`config.mk`:
```
export PLATFORM = sky130hd
export DESIGN_NAME = servo_pulse_meter_flat
export DESIGN_NICKNAME = d
export VERILOG_FILES = /design/src/rtl/servo_pulse_meter_if.sv /design/src/rtl/servo_pulse_meter.sv /design/src/flat_wrapper.sv
export SDC_FILE = /design/constraint.sdc
export NUM_CORES = 1
export LEC_CHECK = 0
export ABC_AREA = 0
export BUFFER_PORTS_ARGS = -buffer_cell sky130_fd_sc_hd__buf_2
export CAP_MARGIN = 20
export CELL_PAD_IN_SITES_DETAIL_PLACEMENT = 1
export CELL_PAD_IN_SITES_GLOBAL_PLACEMENT = 1
export CORE_MARGIN = 1.5
export CORE_UTILIZATION = 45
export CTS_CLUSTER_DIAMETER = 120
export DETAILED_ROUTE_END_ITERATION = 10
export PLACE_DENSITY_LB_ADDON = 0.12
export RECOVER_POWER = 50
export SLEW_MARGIN = 10
export SYNTH_ARGS = -nofsm -noshare
export SYNTH_HDL_FRONTEND = slang
export SYNTH_SLANG_ARGS = --single-unit
```
`constraint.sdc`:
```
create_clock -name CLK -period 3.98 [get_ports CLK]
set_input_delay 0.199 -clock CLK [delete_from_list [all_inputs] [get_ports CLK]]
set_output_delay 0.199 -clock CLK [all_outputs]
set_load 0.02 [all_outputs]
```
`src/rtl/servo_pulse_meter_if.sv`:
```
// Servo pulse meter bus: the raw pin input and the measurement outputs.
// The meter itself connects through the slave modport.
interface servo_pulse_meter_if;
    logic        PULSE_IN;
    logic [15:0] pulse_len;
    logic        valid;
    logic        range_err;
    logic        signal_lost;

    modport master (
        output PULSE_IN,
        input  pulse_len,
        input  valid,
        input  range_err,
        input  signal_lost
    );

    modport slave (
        input  PULSE_IN,
        output pulse_len,
        output valid,
        output range_err,
        output signal_lost
    );
endinterface

```
`src/rtl/servo_pulse_meter.sv`:
```
// Measures the high time of an RC servo pulse in whole microseconds.
// Optional PULSE_AVG_EN: report the mean of the last four accepted widths.
module servo_pulse_meter #(
    parameter int CLK_MHZ    = 100,
    parameter int MIN_US     = 500,
    parameter int MAX_US     = 2500,
    parameter int TIMEOUT_US = 25000
) (
    input  logic                 CLK,
    input  logic                 RST,
    servo_pulse_meter_if.slave   bus
);

    localparam int PRESC_W = (CLK_MHZ > 1) ? $clog2(CLK_MHZ) : 1;

    typedef enum logic [1:0] {
        ARM  = 2'd0,
        IDLE = 2'd1,
        HIGH = 2'd2
    } state_t;

    state_t               state_r;
    logic                 sync_meta_r;
    logic                 sync_r;
    logic                 edge_r;
    logic [PRESC_W-1:0]   presc_r;
    logic [15:0]          width_r;
    logic [15:0]          gap_r;
    logic [15:0]          pulse_len_r;
    logic                 valid_r;
    logic                 range_err_r;
    logic                 signal_lost_r;

    logic                 rise_s;
    logic                 fall_s;
    logic [PRESC_W-1:0]   presc_eff_s;
    logic [PRESC_W-1:0]   presc_nxt_s;
    logic                 tick_s;
    logic                 in_range_s;
    logic [15:0]          width_inc_s;
    logic [15:0]          gap_inc_s;
    logic                 lost_set_s;

`ifdef PULSE_AVG_EN
    logic [3:0][15:0]     hist_r;
    logic [2:0]           hist_cnt_r;
    logic [15:0]          avg_s;

    // Mean of the new width and the three most recent history entries.
    function automatic logic [15:0] avg4(input logic [15:0] a, input logic [15:0] b,
                                         input logic [15:0] c, input logic [15:0] d);
        logic [16:0] sum;
        sum  = 17'(a) + 17'(b) + 17'(c) + 17'(d);
        avg4 = 16'(sum >> 2);
    endfunction
`endif

    // Edge detection, prescaler, saturating increments and timeout detection.
    always_comb begin
        rise_s      = sync_r & ~edge_r;
        fall_s      = ~sync_r & edge_r;
        // The rising-edge cycle counts as prescaler phase 0 of the pulse.
        presc_eff_s = rise_s ? '0 : presc_r;
        tick_s      = (presc_eff_s == PRESC_W'(CLK_MHZ - 1));
        presc_nxt_s = tick_s ? '0 : (presc_eff_s + PRESC_W'(1));
        in_range_s  = (width_r >= 16'(MIN_US)) && (width_r <= 16'(MAX_US));
        width_inc_s = (width_r == 16'hFFFF) ? width_r : (width_r + 16'd1);
        gap_inc_s   = (gap_r >= 16'(TIMEOUT_US)) ? 16'(TIMEOUT_US) : (gap_r + 16'd1);
        case (state_r)
            IDLE:    lost_set_s = !signal_lost_r && !rise_s && tick_s &&
                                  (gap_inc_s >= 16'(TIMEOUT_US));
            HIGH:    lost_set_s = !signal_lost_r && !fall_s && tick_s &&
                                  ((gap_inc_s >= 16'(TIMEOUT_US)) ||
                                   (width_inc_s >= 16'(TIMEOUT_US)));
            default: lost_set_s = 1'b0;
        endcase
    end

`ifdef PULSE_AVG_EN
    // Candidate average including the width being accepted this cycle.
    always_comb begin
        avg_s = avg4(width_r, hist_r[0], hist_r[1], hist_r[2]);
    end
`endif

    // Synchroniser, measurement FSM and registered outputs.
    always_ff @(posedge CLK) begin
        if (RST) begin
            // Sync chain resets high so a pin already high is never seen as a rise.
            sync_meta_r   <= 1'b1;
            sync_r        <= 1'b1;
            edge_r        <= 1'b1;
            state_r       <= ARM;
            presc_r       <= '0;
            width_r       <= 16'd0;
            gap_r         <= 16'd0;
            pulse_len_r   <= 16'd0;
            valid_r       <= 1'b0;
            range_err_r   <= 1'b0;
            signal_lost_r <= 1'b1;
`ifdef PULSE_AVG_EN
            hist_r        <= '0;
            hist_cnt_r    <= 3'd0;
`endif
        end else begin
            sync_meta_r <= bus.PULSE_IN;
            sync_r      <= sync_meta_r;
            edge_r      <= sync_r;
            presc_r     <= presc_nxt_s;
            valid_r     <= 1'b0;
            range_err_r <= 1'b0;
            if (lost_set_s) begin
                signal_lost_r <= 1'b1;
            end
            case (state_r)
                ARM: begin
                    if (!sync_r) begin
                        state_r <= IDLE;
                    end
                end
                IDLE: begin
                    if (rise_s) begin
                        state_r <= HIGH;
                        width_r <= 16'd0;
                        gap_r   <= 16'd0;
                    end else if (tick_s) begin
                        gap_r <= gap_inc_s;
                    end
                end
                HIGH: begin
                    if (tick_s) begin
                        gap_r <= gap_inc_s;
                    end
                    if (fall_s) begin
                        state_r <= IDLE;
                        if (in_range_s) begin
                            valid_r       <= 1'b1;
                            signal_lost_r <= 1'b0;
`ifdef PULSE_AVG_EN
                            hist_r      <= {hist_r[2:0], width_r};
                            hist_cnt_r  <= (hist_cnt_r == 3'd4) ? 3'd4 : (hist_cnt_r + 3'd1);
                            pulse_len_r <= (hist_cnt_r >= 3'd3) ? avg_s : width_r;
`else
                            pulse_len_r <= width_r;
`endif
                        end else begin
                            range_err_r <= 1'b1;
                        end
                    end else if (tick_s) begin
                        width_r <= width_inc_s;
                    end
                end
                default: state_r <= ARM;
            endcase
`ifdef PULSE_AVG_EN
            // A lost signal invalidates the averaging history.
            if (lost_set_s) begin
                hist_r     <= '0;
                hist_cnt_r <= 3'd0;
            end
`endif
        end
    end

    assign bus.pulse_len   = pulse_len_r;
    assign bus.valid       = valid_r;
    assign bus.range_err   = range_err_r;
    assign bus.signal_lost = signal_lost_r;

endmodule
```
`src/flat_wrapper.sv`:
```
// flat-port wrapper written by rule: the top's interface ports become plain ports
module servo_pulse_meter_flat 
#(
    parameter int CLK_MHZ    = 100,
    parameter int MIN_US     = 500,
    parameter int MAX_US     = 2500,
    parameter int TIMEOUT_US = 25000
)
  (CLK, RST, bus_PULSE_IN, bus_pulse_len, bus_valid, bus_range_err, bus_signal_lost);
  servo_pulse_meter_if bus_i ();
  input  logic CLK;
  input  logic RST;
  input wire logic [$bits(bus_i.PULSE_IN)-1:0] bus_PULSE_IN;
  output wire logic [$bits(bus_i.pulse_len)-1:0] bus_pulse_len;
  output wire logic [$bits(bus_i.valid)-1:0] bus_valid;
  output wire logic [$bits(bus_i.range_err)-1:0] bus_range_err;
  output wire logic [$bits(bus_i.signal_lost)-1:0] bus_signal_lost;
  assign bus_i.PULSE_IN = bus_PULSE_IN;
  assign bus_pulse_len = bus_i.pulse_len;
  assign bus_valid = bus_i.valid;
  assign bus_range_err = bus_i.range_err;
  assign bus_signal_lost = bus_i.signal_lost;
  servo_pulse_meter #(.CLK_MHZ(CLK_MHZ), .MIN_US(MIN_US), .MAX_US(MAX_US), .TIMEOUT_US(TIMEOUT_US)) u_core (.CLK(CLK), .RST(RST), .bus(bus_i));
endmodule
```
======== Word-level counts from Yosys, hierarchy flattened ========
Index checks and enable logic that the tools add are counted.
storage, ports and cells
  bits in registers ....................... 63
  word-level logic and storage cells ...... 73
  input port bits ......................... 3
  output and inout port bits .............. 19
operators by class
  mux-type cells .......................... 21
  equality and inequality tests ........... 9
  add/sub/neg operators ................... 3
  bitwise logic cells ..................... 6
  reduce and logical (&&, ||, !) cells .... 18
  $lt $le $gt $ge ......................... 5
operators with widths
  kind                                                                                   count
  16-bit two-way mux                                                                     7
  16-bit one-hot mux with 2 select lines                                                 2
  16-bit by 15-bit greater-or-equal comparator with 1-bit output, second input constant  3
  16-bit by 1-bit adder with 16-bit output, second input constant                        2
  16-bit equality test, second input constant                                            1
  16-bit by 9-bit greater-or-equal comparator with 1-bit output, second input constant   1
  16-bit by 12-bit <= comparator with 1-bit output, second input constant                1
  7-bit by 1-bit adder with 7-bit output, second input constant                          1
  7-bit equality test, second input constant                                             1
  1-bit logical AND                                                                      7
  7-bit two-way mux                                                                      1
  1-bit two-way mux                                                                      6
  2-bit two-way mux                                                                      3
  2-bit by 1-bit != test with 1-bit output, second input constant                        3
  2-bit one-hot mux with 3 select lines                                                  1
  3-bit AND reduction                                                                    2
  2-bit != test, second input constant                                                   2
  1-bit inverter                                                                         4
  4-bit AND reduction                                                                    1
  1-bit zero test                                                                        3
  3-bit OR reduction                                                                     1
  1-bit bitwise AND                                                                      2
  2-bit by 1-bit equality test with 1-bit output, second input constant                  1
  2-bit equality test, second input constant                                             1
  5 further kinds                                                                        5

======== Logic depth before layout (Yosys ltp) ========
Gate-level depths: netlist of run 1.
  word-level depth ........................ 11
  mapped depth ............................ 11
  depth with buffers taken out ............ 9

======== Worst setup path before layout of run 1 ========
No wires, ideal clock.
  path type ............................... register -> register
  from .................................... reg u_core.edge_r
  to ...................................... reg u_core.width_r[10]
  clock period less this slack ............ 2.330 ns
  cell stages (with the launch flop) ...... 11
  buffers on the path ..................... 2
  data arrival time ....................... 2.239 ns
  setup time .............................. 0.091 ns
  required time ........................... 3.889 ns
  path slack .............................. 1.650 ns
  cell sequence ........................... dfxtp_1 nand2b_1 clkbuf_1 and2_1 ha_1 and2_1 and4_1 and3_1 clkbuf_1 o21ai_0 a311oi_1
between the ends
  cells in the longest elaborated chain, start to end .. 6
  elaborated cells between the ends (all ways) .. 9
  classes of those cells .................. eq/ne (4); mux (1); bitwise (3); reduce/logical (1)
RTL lines
  what                                                       line                      RTL
  start, declared                                            servo_pulse_meter.sv:25   logic edge_r;
  start signal, assigned                                     servo_pulse_meter.sv:108  edge_r <= sync_r;
  1-bit inverter                                             servo_pulse_meter.sv:60   rise_s = sync_r & ~edge_r;
  1-bit bitwise AND                                          servo_pulse_meter.sv:60
  7-bit two-way mux                                          servo_pulse_meter.sv:63   presc_eff_s = rise_s ? '0 : presc_r;
  7-bit equality test                                        servo_pulse_meter.sv:64   tick_s = (presc_eff_s == PRESC_W'(CLK_MHZ - 1));
  2-bit by 1-bit != test with 1-bit output (no source line)  n/a
  4-bit AND reduction (no source line) *                     n/a
  end signal, assigned                                       servo_pulse_meter.sv:150  width_r <= width_inc_s;
  end, declared                                              servo_pulse_meter.sv:27   logic [15:0] width_r;
Mark *: on every way between the ends. The rest lies on a longest branch, timed or not.
A chain may end at the register's enable or synchronous reset.

======== Worst setup path in the final report of run 1 ========
  from .................................... reg u_core.edge_r
  to ...................................... reg u_core.gap_r[10]
between the ends
  cells in the longest elaborated chain, start to end .. 7
RTL lines
  what                                      line                      RTL
  1-bit inverter *                          servo_pulse_meter.sv:60
  1-bit bitwise AND *                       servo_pulse_meter.sv:60
  7-bit two-way mux                         servo_pulse_meter.sv:63
  7-bit equality test                       servo_pulse_meter.sv:64
  16-bit two-way mux                        n/a
  16-bit two-way mux                        servo_pulse_meter.sv:122  if (rise_s) begin
  16-bit one-hot mux with 2 select lines *  servo_pulse_meter.sv:115  case (state_r)
  end signal, assigned                      servo_pulse_meter.sv:127  gap_r <= gap_inc_s;
  end signal, assigned                      servo_pulse_meter.sv:132  gap_r <= gap_inc_s;
  end, declared                             servo_pulse_meter.sv:28   logic [15:0] gap_r;
Marks and branches as above.

==> results of run 1 <==
-- power groups by stage --
stage	registers (mW)	logic, mW	clock network (mW)
global placement	0.664	0.111	0
global route	0.652	0.132	0.700
CTS	0.650	0.116	0.666
finish	0.650	0.116	0.655
detailed placement	0.665	0.115	0
floorplan	0.662	0.0932	0
-- cells in the final DEF (no fill, tap or decap), types with 8 or more instances in the layout --
master    netlist  routed
nor2_1         65      65
dfxtp_1        63      63
a21oi_1        31      31
o21ai_0        28      28
nand2_1        27      27
nand3_1        23      23
clkbuf_1       15      20
nor3_1         17      17
mux2i_1        14      14
inv_1          13      13
and3_1         12      12
a31oi_1         9       9
clkbuf_8        0       9
nand2b_1        8       8
a311oi_1        8       8
nor4_1          8       8
ha_1            8       8
-- layer usage --
metal,track usage,part of all wire
met1,0.308,0.47
met2,0.422,0.49
met3,0.0431,0.024
met4,0.0795,0.015
met5,0,0
-- cell families after synthesis --
| logic type | synth area share |
|---|---|
| flops | 0.354 |
| mux | 0.0393 |
| xor+xnor | 0.0221 |
| fa+ha+maj | 0.0281 |
| buf+inv | 0.0628 |
| compound gates | 0.212 |
| simple gates | 0.282 |
-- cell usage after synthesis, types with 9 or more instances --
master / number
a21oi_1: 31
a31oi_1: 9
and3_1: 12
clkbuf_1: 15
dfxtp_1: 63
inv_1: 13
mux2i_1: 14
nand2_1: 27
nand3_1: 23
nor2_1: 65
nor3_1: 17
o21ai_0: 28
-- stage by stage --
| stage | setup slack, ns | hold slack (ns) | cell area, um^2 | total power, mW |
|---|---|---|---|---|
| final | 1.02 | 0.0273 | 3830 | 1.42 |
| after global routing | 0.755 | 0.0288 | 3830 | 1.48 |
| after CTS | 1.10 | 0.0220 | 3860 | 1.43 |
| after detailed placement | 1.13 | 0.390 | 3630 | 0.780 |
| after global placement | 1.23 | 0.383 | 3630 | 0.775 |
| after floorplan | 1.65 | 0.303 | 3570 | 0.755 |
-- area by class of cell --
class / instances / share of cell area
Clock buffer: 9 / 0.0323
Clock inverter: 7 / 0.0268
Inverter: 13 / 0.0127
Multi-Input combinational cell: 346 / 0.543
Sequential cell: 63 / 0.329
Tap cell: 102 / 0.0333
Timing Repair Buffer: 22 / 0.0229
-- registers in the layout, summed over array words and instances (netlist names), 2 cells and up --
signal and count:
u_core.gap_r 16, u_core.presc_r 7, u_core.state_r 2, u_core.width_r 16
u_core.bus.pulse_len 16
-- critical path: cells and delay by family, from the launching register on --
family          cells  cell delay [ns]
simple gates        5             1.33
fa+ha+maj           1             0.25
compound gates      3             0.84
flops               1             0.34
-- worst max-delay path by stage --
stage	to	slack, ns	cells past startpoint
6_report	u_core.gap_r[10]	1.02	9
3_3_place_gp	u_core.bus.signal_lost	1.23	7
5_1_grt	u_core.gap_r[10]	0.76	9
3_5_place_dp	u_core.gap_r[10]	1.13	9
4_1_cts	u_core.width_r[10]	1.10	9
2_1_floorplan	u_core.width_r[10]	1.65	10
==> reports/results.ini, run 1 <==
[sta]
rsz0062_at_grt=false
setup_violations=0
finClkSkew_ns=0.0125
tns_ns=0
fmax_ghz=0.338
max-slew-margin-rel=-0.730
finalCritPeriodShare=0.744
hold_viol=0
worstMarginPinSlew_ns=2.60
slew_violations=56
timing.final.crit_period_ns=2.96

[setup_path]
end_kind=flop
crit_start=u_core.edge_r
path_class=flop to flop
cp_max_fo=13
r2r_slack_ns=1.02
crit_chain=nand2b_1 -> and2_0 -> ha_1 -> nand2_1 -> nor3_2 -> o21ai_1 -> a21o_1 -> a21oi_1 -> nor2_1
reg2regPathDepth=9
reg2reg_from=u_core.edge_r
crit_arrival_ns=3.11
crit_path_max_incr_delay_ns=0.53
cp-start-kind=flop
r2r_end=u_core.gap_r[10]
cp.required_ns=4.13
crit_slowest_cell=nor3_2

[routing]
drtAntennaViolNets=0
vias=3341
first_iter_violations=89
viasPerCell=5.94
finalWirelength_um=9940
dr.pass1.iters=4
wl_per_cell_um=17.7
drc=0

[grt]
grt_overflow=0
grt_pass1_wl_um=16700
grt_max_degree=56
antenna_found_initial=0
grt_pass1_vias=3332
grt_use_total=0.245

[power]
power_leakage_nw=1.31
power.share.clock=0.461
power_frac_seq=0.457
p_comb_frac=0.082
power_switching_share=0.269
p_per_area_nw_per_um2=371
p_int_mw=1.04
p_switching_uw=383
ir_worst_vdd_v=0.000169

[layout]
fill_cells=993
fin_cells=562
fin_nets=466
regArea_um2=1260
area_delta_synth_final_pct=7.47
post-route-util=0.499
n_antenna_cell=0
layout-drive-gt1-share=0.0652
multi_input_area_um2=2080

[die]
pin_count=22
row_count=32
dieWidth_um=92.0
initial_core_util=0.464
dieArea_um2=8470
core_area_um2=7690
chipHeight_um=92.0

[synth]
synth_nets=462
syn_area_per_cell_um2=7.91
yosys.area.top_type=dfxtp_1
yosys_warnings=0
synth.distinct_cells=60
synthCells=451
ys_top_cells_by_area=dfxtp_1 (35%), nor2_1 (6.8%), a21oi_1 (4.4%), mux2i_1 (3.9%), o21ai_0 (3.9%)
synth_area_um2=3570
synth_enable_flop_cells=0
async_flop_share=0
yosysTopAreaCellShare=0.354
ys_seq_elements=63
synth_ff_type=dfxtp_1
ys_seq_area_frac=0.354

[clock_network]
hold_buffers=0
clk_latency_ns=0.36
htree_levels=3
cts_buffers=9
cts_setup_buffers=0
cts-resized-gates=0
cts_tree=built
cts-root-buf=clkbuf_8
clkSinkCount=63
cts.clk_slew.worst_paths_ns=0.08
clockBufferDepth=2

[worst_hold_path]
hold_path_end=u_core.sync_meta_r
hold_depth=2
min_from=bus_PULSE_IN
min_path_type=input port to flop

[placement]
port_buffers=21
placed_cells=546
hpwl_um=6750
place_congestion=0.864

[run]
drv_cap=1

[run_status]
status=complete, but fails checks
failed_checks=max-capacitance violations, max-slew violations

No activity file was read; power rests on OpenSTA's default activity.
==> inputs of run 2 (changes only) <==
- CORE_UTILIZATION: 45 -> 41
- clock period: 3.98 -> 2.7 ns (I/O delays scaled with it)
==> run 2 against run 1 <==
Net effect: the run now ends clean; routed wire length up 1.8%; sequential power up 47%; critical path depth is 2 lower; cell count rose by 4.1%; register-to-register slack got worse by 0.83 ns; fmax grew 18%; clock skew increased by 0.0042 ns; non-clock buffer count increased by 20; critical endpoint is now u_core.bus.signal_lost; largest cell class unchanged; largest power group unchanged; highest routed layer unchanged.
==> reports/results.ini, run 2 (synthesis results as in run 1) <==
[clock_network]
cts_tree=built  ; unchanged
cts_setup_buffers=0  ; unchanged
cts.clk_slew.worst_paths_ns=0.09  ; was 0.08 ns
cts_buffers=9  ; unchanged
htree_levels=3  ; unchanged
clk_latency_ns=0.36  ; about the same
cts-root-buf=clkbuf_8  ; unchanged
clkSinkCount=63  ; unchanged
clockBufferDepth=2  ; unchanged

[setup_path]
r2r_slack_ns=0.18  ; was 1.02 ns
r2r_end=u_core.bus.signal_lost  ; was u_core.gap_r[10]
cp.required_ns=2.93  ; was 4.13 ns
cp_max_fo=9  ; was 13
path_class=flop to flop  ; unchanged
crit_slowest_cell=or4_1  ; was nor3_2
crit_chain=ha_1 -> nand3_1 -> or4_1 -> a31oi_1 -> a31oi_1 -> o41ai_2 -> a32oi_1  ; was nand2b_1 -> and2_0 -> ha_1 -> nand2_1 -> nor3_2 -> o21ai_1 -> a21o_1 -> a21oi_1 -> nor2_1
end_kind=flop  ; unchanged
crit_path_max_incr_delay_ns=0.67  ; was 0.53 ns
crit_arrival_ns=2.74  ; was 3.11 ns
cp-start-kind=flop  ; unchanged
reg2regPathDepth=7  ; was 9
reg2reg_from=u_core.width_r[1]  ; was u_core.edge_r
path_common_cell=a31oi_1

[power]
p_int_mw=1.54  ; was 1.04 mW
ir_worst_vdd_v=0.000242  ; was 0.000169 V
p_per_area_nw_per_um2=529  ; was 371 nW/um^2
power_leakage_nw=1.42  ; was 1.31 nW
power_frac_seq=0.452  ; was 0.457
power_switching_share=0.273  ; was 0.269
p_comb_frac=0.085  ; was 0.082
power.share.clock=0.463  ; was 0.461
p_switching_uw=579  ; was 383 uW

[layout]
area_delta_synth_final_pct=12.4  ; was 7.47%
final_cell_mix=nor2_1 (65), dfxtp_1 (63), a21oi_1 (31)  ; unchanged
fin_cells=585  ; was 562
final_common_cell=nor2_1  ; unchanged
fin_nets=486  ; was 466
layout-drive-gt1-share=0.113  ; was 0.0652
n_antenna_cell=0  ; unchanged
fill_cells=1079  ; was 993

[die]
dieArea_um2=9270  ; was 8470 um^2
chipHeight_um=96.3  ; was 92.0 um
dieWidth_um=96.3  ; was 92.0 um
initial_core_util=0.428  ; was 0.464
pin_count=22  ; unchanged
row_count=33  ; was 32
core_area_um2=8340  ; was 7690 um^2

[placement]
pre_cts_slack_ns=-0.0215  ; was 1.13 ns
place_congestion=0.801  ; was 0.864
port_buffers=21  ; unchanged
placed_cells=568  ; was 546
hpwl_um=7150  ; was 6750 um

[routing]
viasPerCell=5.84  ; was 5.94
finalWirelength_um=10100  ; was 9940 um
vias=3415  ; was 3,341
drtAntennaViolNets=0  ; unchanged
first_iter_violations=124  ; was 89
wl_per_cell_um=17.3  ; was 17.7 um
drc=0  ; unchanged
dr.pass1.iters=5  ; was 4

[grt]
grt_pass1_vias=3293  ; was 3,332
grt_pass1_wl_um=16300  ; was 16,700 um
grt_max_degree=37  ; was 56
antenna_found_initial=0  ; unchanged
grt_overflow=0  ; unchanged
grt_use_total=0.231  ; was 0.245

[sta]
timing.final.crit_period_ns=2.52  ; was 2.96 ns
max-slew-margin-rel=0.442  ; was -0.730
hold_viol=0  ; unchanged
finalCritPeriodShare=0.932  ; was 0.744
worstMarginPinSlew_ns=0.837  ; was 2.60 ns
setup_violations=0  ; unchanged
finClkSkew_ns=0.0167  ; was 0.0125 ns
rsz0062_at_grt=false  ; unchanged
fmax_ghz=0.397  ; was 0.338 GHz
slew_violations=0  ; was 56
fin_ws_ns=0.183  ; was 1.02 ns

[run_status]
status=finished, final reports clean  ; was complete, but fails checks

[run]
drv_cap=0  ; was 1

[worst_hold_path]
hold_path_end=u_core.gap_r[10]  ; was u_core.sync_meta_r
min_path_type=input port to flop  ; unchanged
hold_depth=2  ; unchanged
min_from=RST  ; was bus_PULSE_IN

==> run 2: changes by cell type in the layout (fill, tap and decap cells not counted), sizes merged <==
cell	change
clkbuf	-1
dlygate4sd3	+1
inv	-1
buf	+20
clkinv	+1
==> run 2: how the worst max path moves through the flow <==
stage | start | endpoint | depth (start not counted)
after floorplan | u_core.edge_r | u_core.width_r[10] | 10
after global placement | u_core.width_r[1] | u_core.bus.signal_lost | 7
after detailed placement | u_core.width_r[1] | u_core.bus.signal_lost | 7
after CTS | u_core.width_r[1] | u_core.bus.signal_lost | 7
after global routing | u_core.edge_r | u_core.width_r[2] | 9
final | u_core.width_r[1] | u_core.bus.signal_lost | 7
==> run 2: repair_timing <==
item,4_1_cts,5_1_grt
setup endpoints to repair,1,4
resized for setup,1,3
hold buffers,1,0
endpoints found under the hold margin,1,0
==> run 2: cell type report <==
| type | instances | area [um^2] | share of cell area |
|---|---|---|---|
| timing repair buffer | 42 | 241 | 0.0603 |
| multi-input combinational | 346 | 2100 | 0.523 |
| clock buffer | 9 | 124 | 0.0309 |
| inverter | 13 | 48.8 | 0.0122 |
| clock inverter | 7 | 105 | 0.0262 |
| sequential | 63 | 1260 | 0.315 |
| tap | 105 | 131 | 0.0328 |
==> run 2: metrics by stage <==
| stage | TNS (ns) | util | power [mW] | hold WS, ns | area (um^2) |
|---|---|---|---|---|---|
| finish | 0 | 0.480 | 2.12 | 0.316 | 4010 |
| global route | 0 | 0.480 | 2.20 | 0.360 | 4010 |
| CTS | 0 | 0.482 | 2.14 | 0.319 | 4020 |
| detailed placement | -0.0215 | 0.453 | 1.16 | 0.321 | 3780 |
| global placement | 0 | 0.453 | 1.15 | 0.317 | 3780 |
| floorplan | 0 | - | 1.11 | 0.239 | 3570 |
==> run 2: routing by layer <==
| metal | wire [um] | GRT usage | share of wire |
|---|---|---|---|
| met1 | 4690 | 0.295 | 0.46 |
| met2 | 5000 | 0.392 | 0.49 |
| met3 | 261 | 0.0355 | 0.026 |
| met4 | 162 | 0.0821 | 0.016 |
| met5 | 0 | 0 | 0 |
==> run 2: power by group through the flow <==
| stage | combinational, mW | sequential (mW) | clock (mW) |
|---|---|---|---|
| 2_1_floorplan | 0.137 | 0.975 | 0 |
| 3_3_place_gp | 0.172 | 0.978 | 0 |
| 3_5_place_dp | 0.177 | 0.980 | 0 |
| 4_1_cts | 0.181 | 0.958 | 1.00 |
| 5_1_grt | 0.201 | 0.961 | 1.03 |
| 6_report | 0.180 | 0.958 | 0.981 |
==> run 2: critical path, delay by kind of cell (launching register included) <==
kind	cells	cell delay, ns
compound gates	4	0.91
simple gates	2	0.77
flops	1	0.47
fa+ha+maj	1	0.24
==> inputs of run 3 (changes only) <==
- CORE_ASPECT_RATIO: not set -> 1.1
==> run 3 against run 2 <==
Net effect: sequential power about the same; global-route usage increased by 0.19 points; critical endpoint is now u_core.width_r[6]; utilization decreased by 0.94 points; power decreased by 6.7%; combinational power decreased by 3%; fmax increased by 1.5%.
==> reports/results.ini, run 3 (synthesis results as in run 1) <==
[run_status]
status=finished, final reports clean  ; unchanged

[sta]
setup_violations=0  ; unchanged
worst_hold_slack_ns=0.292  ; was 0.316 ns
finalCritPeriodShare=0.918  ; was 0.932
fmax_ghz=0.403  ; was 0.397 GHz
timing.final.crit_period_ns=2.48  ; was 2.52 ns
finClkSkew_ns=0.0131  ; was 0.0167 ns
max-slew-margin-rel=0.472  ; was 0.442
worstMarginPinSlew_ns=0.786  ; was 0.837 ns
slew_violations=0  ; unchanged
hold_viol=0  ; unchanged
rsz0062_at_grt=false  ; unchanged
tns_ns=0  ; unchanged

[layout]
post-route-util=0.471  ; was 0.480
n_antenna_cell=0  ; unchanged
final_cell_mix=nor2_1 (65), dfxtp_1 (63), a21oi_1 (31)  ; unchanged
final_common_cell=nor2_1  ; unchanged
layout-drive-gt1-share=0.102  ; was 0.113
fin_cells=591  ; was 585
fin_nets=486  ; unchanged
area_delta_synth_final_pct=11.1  ; was 12.4%

[die]
chipHeight_um=101  ; was 96.3 um
row_count=35  ; was 33
dieArea_um2=9270  ; about the same
initial_core_util=0.424  ; was 0.428
dieWidth_um=91.9  ; was 96.3 um
core_area_um2=8410  ; was 8340 um^2
pin_count=22  ; unchanged

[placement]
placed_cells=574  ; was 568
port_buffers=21  ; unchanged
place_congestion=0.853  ; was 0.801
hpwl_um=7410  ; was 7150 um

[routing]
wl_per_cell_um=17.0  ; was 17.3 um
first_iter_violations=82  ; was 124
dr.pass1.iters=4  ; was 5
viasPerCell=5.85  ; was 5.84
vias=3459  ; was 3,415
drc=0  ; unchanged
finalWirelength_um=10000  ; was 10,100 um
drtAntennaViolNets=0  ; unchanged

[power]
p_per_area_nw_per_um2=499  ; was 529 nW/um^2
ir_worst_vdd_v=0.000264  ; was 0.000242 V
power_leakage_nw=1.39  ; was 1.42 nW

[setup_path]
path_class=flop to flop  ; unchanged
cp_max_fo=11  ; was 9
crit_chain=nand2b_1 -> and2_1 -> ha_1 -> and2_1 -> and4_1 -> nand3_1 -> nor2_1 -> a31oi_1 -> a311oi_1  ; was ha_1 -> nand3_1 -> or4_1 -> a31oi_1 -> a31oi_1 -> o41ai_2 -> a32oi_1
path_common_cell=and2_1  ; was a31oi_1
crit_path_max_incr_delay_ns=0.35  ; was 0.67 ns
crit_arrival_ns=2.74  ; about the same
cp-start-kind=flop  ; unchanged
r2r_end=u_core.width_r[6]  ; was u_core.bus.signal_lost
cp-endpoint=u_core.width_r[6]  ; was u_core.bus.signal_lost
crit_start=u_core.edge_r  ; was u_core.width_r[1]
reg2reg_from=u_core.edge_r  ; was u_core.width_r[1]
end_kind=flop  ; unchanged
crit_slowest_cell=dfxtp_1  ; was or4_1
r2r_slack_ns=0.22  ; was 0.18 ns
cp.required_ns=2.97  ; was 2.93 ns
reg2regPathDepth=9  ; was 7

[clock_network]
cts_buffers=9  ; unchanged
clkSinkCount=63  ; unchanged
cts-resized-gates=0  ; was 1
cts-root-buf=clkbuf_8  ; unchanged
clk_latency_ns=0.36  ; about the same
cts_tree=built  ; unchanged
htree_levels=3  ; unchanged
cts.clk_slew.worst_paths_ns=0.08  ; was 0.09 ns
clockBufferDepth=2  ; unchanged

[grt]
grt_pass1_wl_um=17000  ; was 16,300 um
grt_overflow=0  ; unchanged
antenna_found_initial=0  ; unchanged
grt_pass1_vias=3472  ; was 3,293
grt_max_degree=34  ; was 37
grt_use_total=0.233  ; was 0.231

[run]
drv_cap=0  ; unchanged

[worst_hold_path]
min_path_type=input port to flop  ; unchanged

[run 3: changes by cell type in the layout (fill, tap and decap cells not counted), moves of 2 or more]
cell	change
buf_4	-2
and3_1	+2
clkinv_2	+2
and3_2	-2
[run 3: where the power goes]
part | switching (mW) | total [mW] | internal, mW
clock | 0.419 | 0.846 | 0.427
combinational | 0.111 | 0.174 | 0.0635
sequential | 0.0149 | 0.958 | 0.943
[run 3: worst max-delay path: cells and delay by family (launching register included)]
| kind | cells | cell delay, ns |
|---|---|---|
| AO/OA/AOI/OAI | 2 | 0.39 |
| adder cells (fa/ha/maj) | 1 | 0.24 |
| flip-flops | 1 | 0.35 |
| AND/OR/NAND/NOR | 6 | 1.41 |
[run 3: cell type report]
| cell class | count | area, um^2 |
|---|---|---|
| fill | 1102 | 4450 |
| tap | 111 | 139 |
| inverter | 13 | 48.8 |
| clock buffer | 9 | 124 |
| timing repair buffer | 42 | 235 |
| multi-input combinational | 346 | 2080 |
| sequential | 63 | 1260 |
| clock inverter | 7 | 72.6 |
[run 3: what timing repair did]
action | CTS | global route
hold buffers | 1 | 0
setup buffers | 0 | 0
hold endpoints to repair | 1 | 0
[run 3: metal layers]
layer	wire length, um	vias up	GRT usage
met3	283	23	0.0385
met1	4290	1696	0.267
met2	5120	49	0.418
li1	-	1691	-
met4	338	0	0.117
met5	0	-	0
[run 3: worst min-delay path by stage]
stage                               to          from  cells past startpoint  slack (ns)
detailed placement  u_core.sync_meta_r  bus_PULSE_IN                      2        0.32
global route           u_core.gap_r[9]           RST                      2        0.33
CTS                 u_core.width_r[14]           RST                      2        0.29
global placement    u_core.sync_meta_r  bus_PULSE_IN                      2        0.32
finish                 u_core.gap_r[0]           RST                      2        0.29
floorplan           u_core.sync_meta_r  bus_PULSE_IN                      1        0.24
[run 3: metrics by stage]
step	area, um^2	setup slack (ns)	power, mW
floorplan	3570	0.370	1.11
global route	3960	0.0138	2.08
global placement	3800	0.381	1.15
detailed placement	3800	0.220	1.15
CTS	4000	0.204	2.01
finish	3960	0.221	1.98
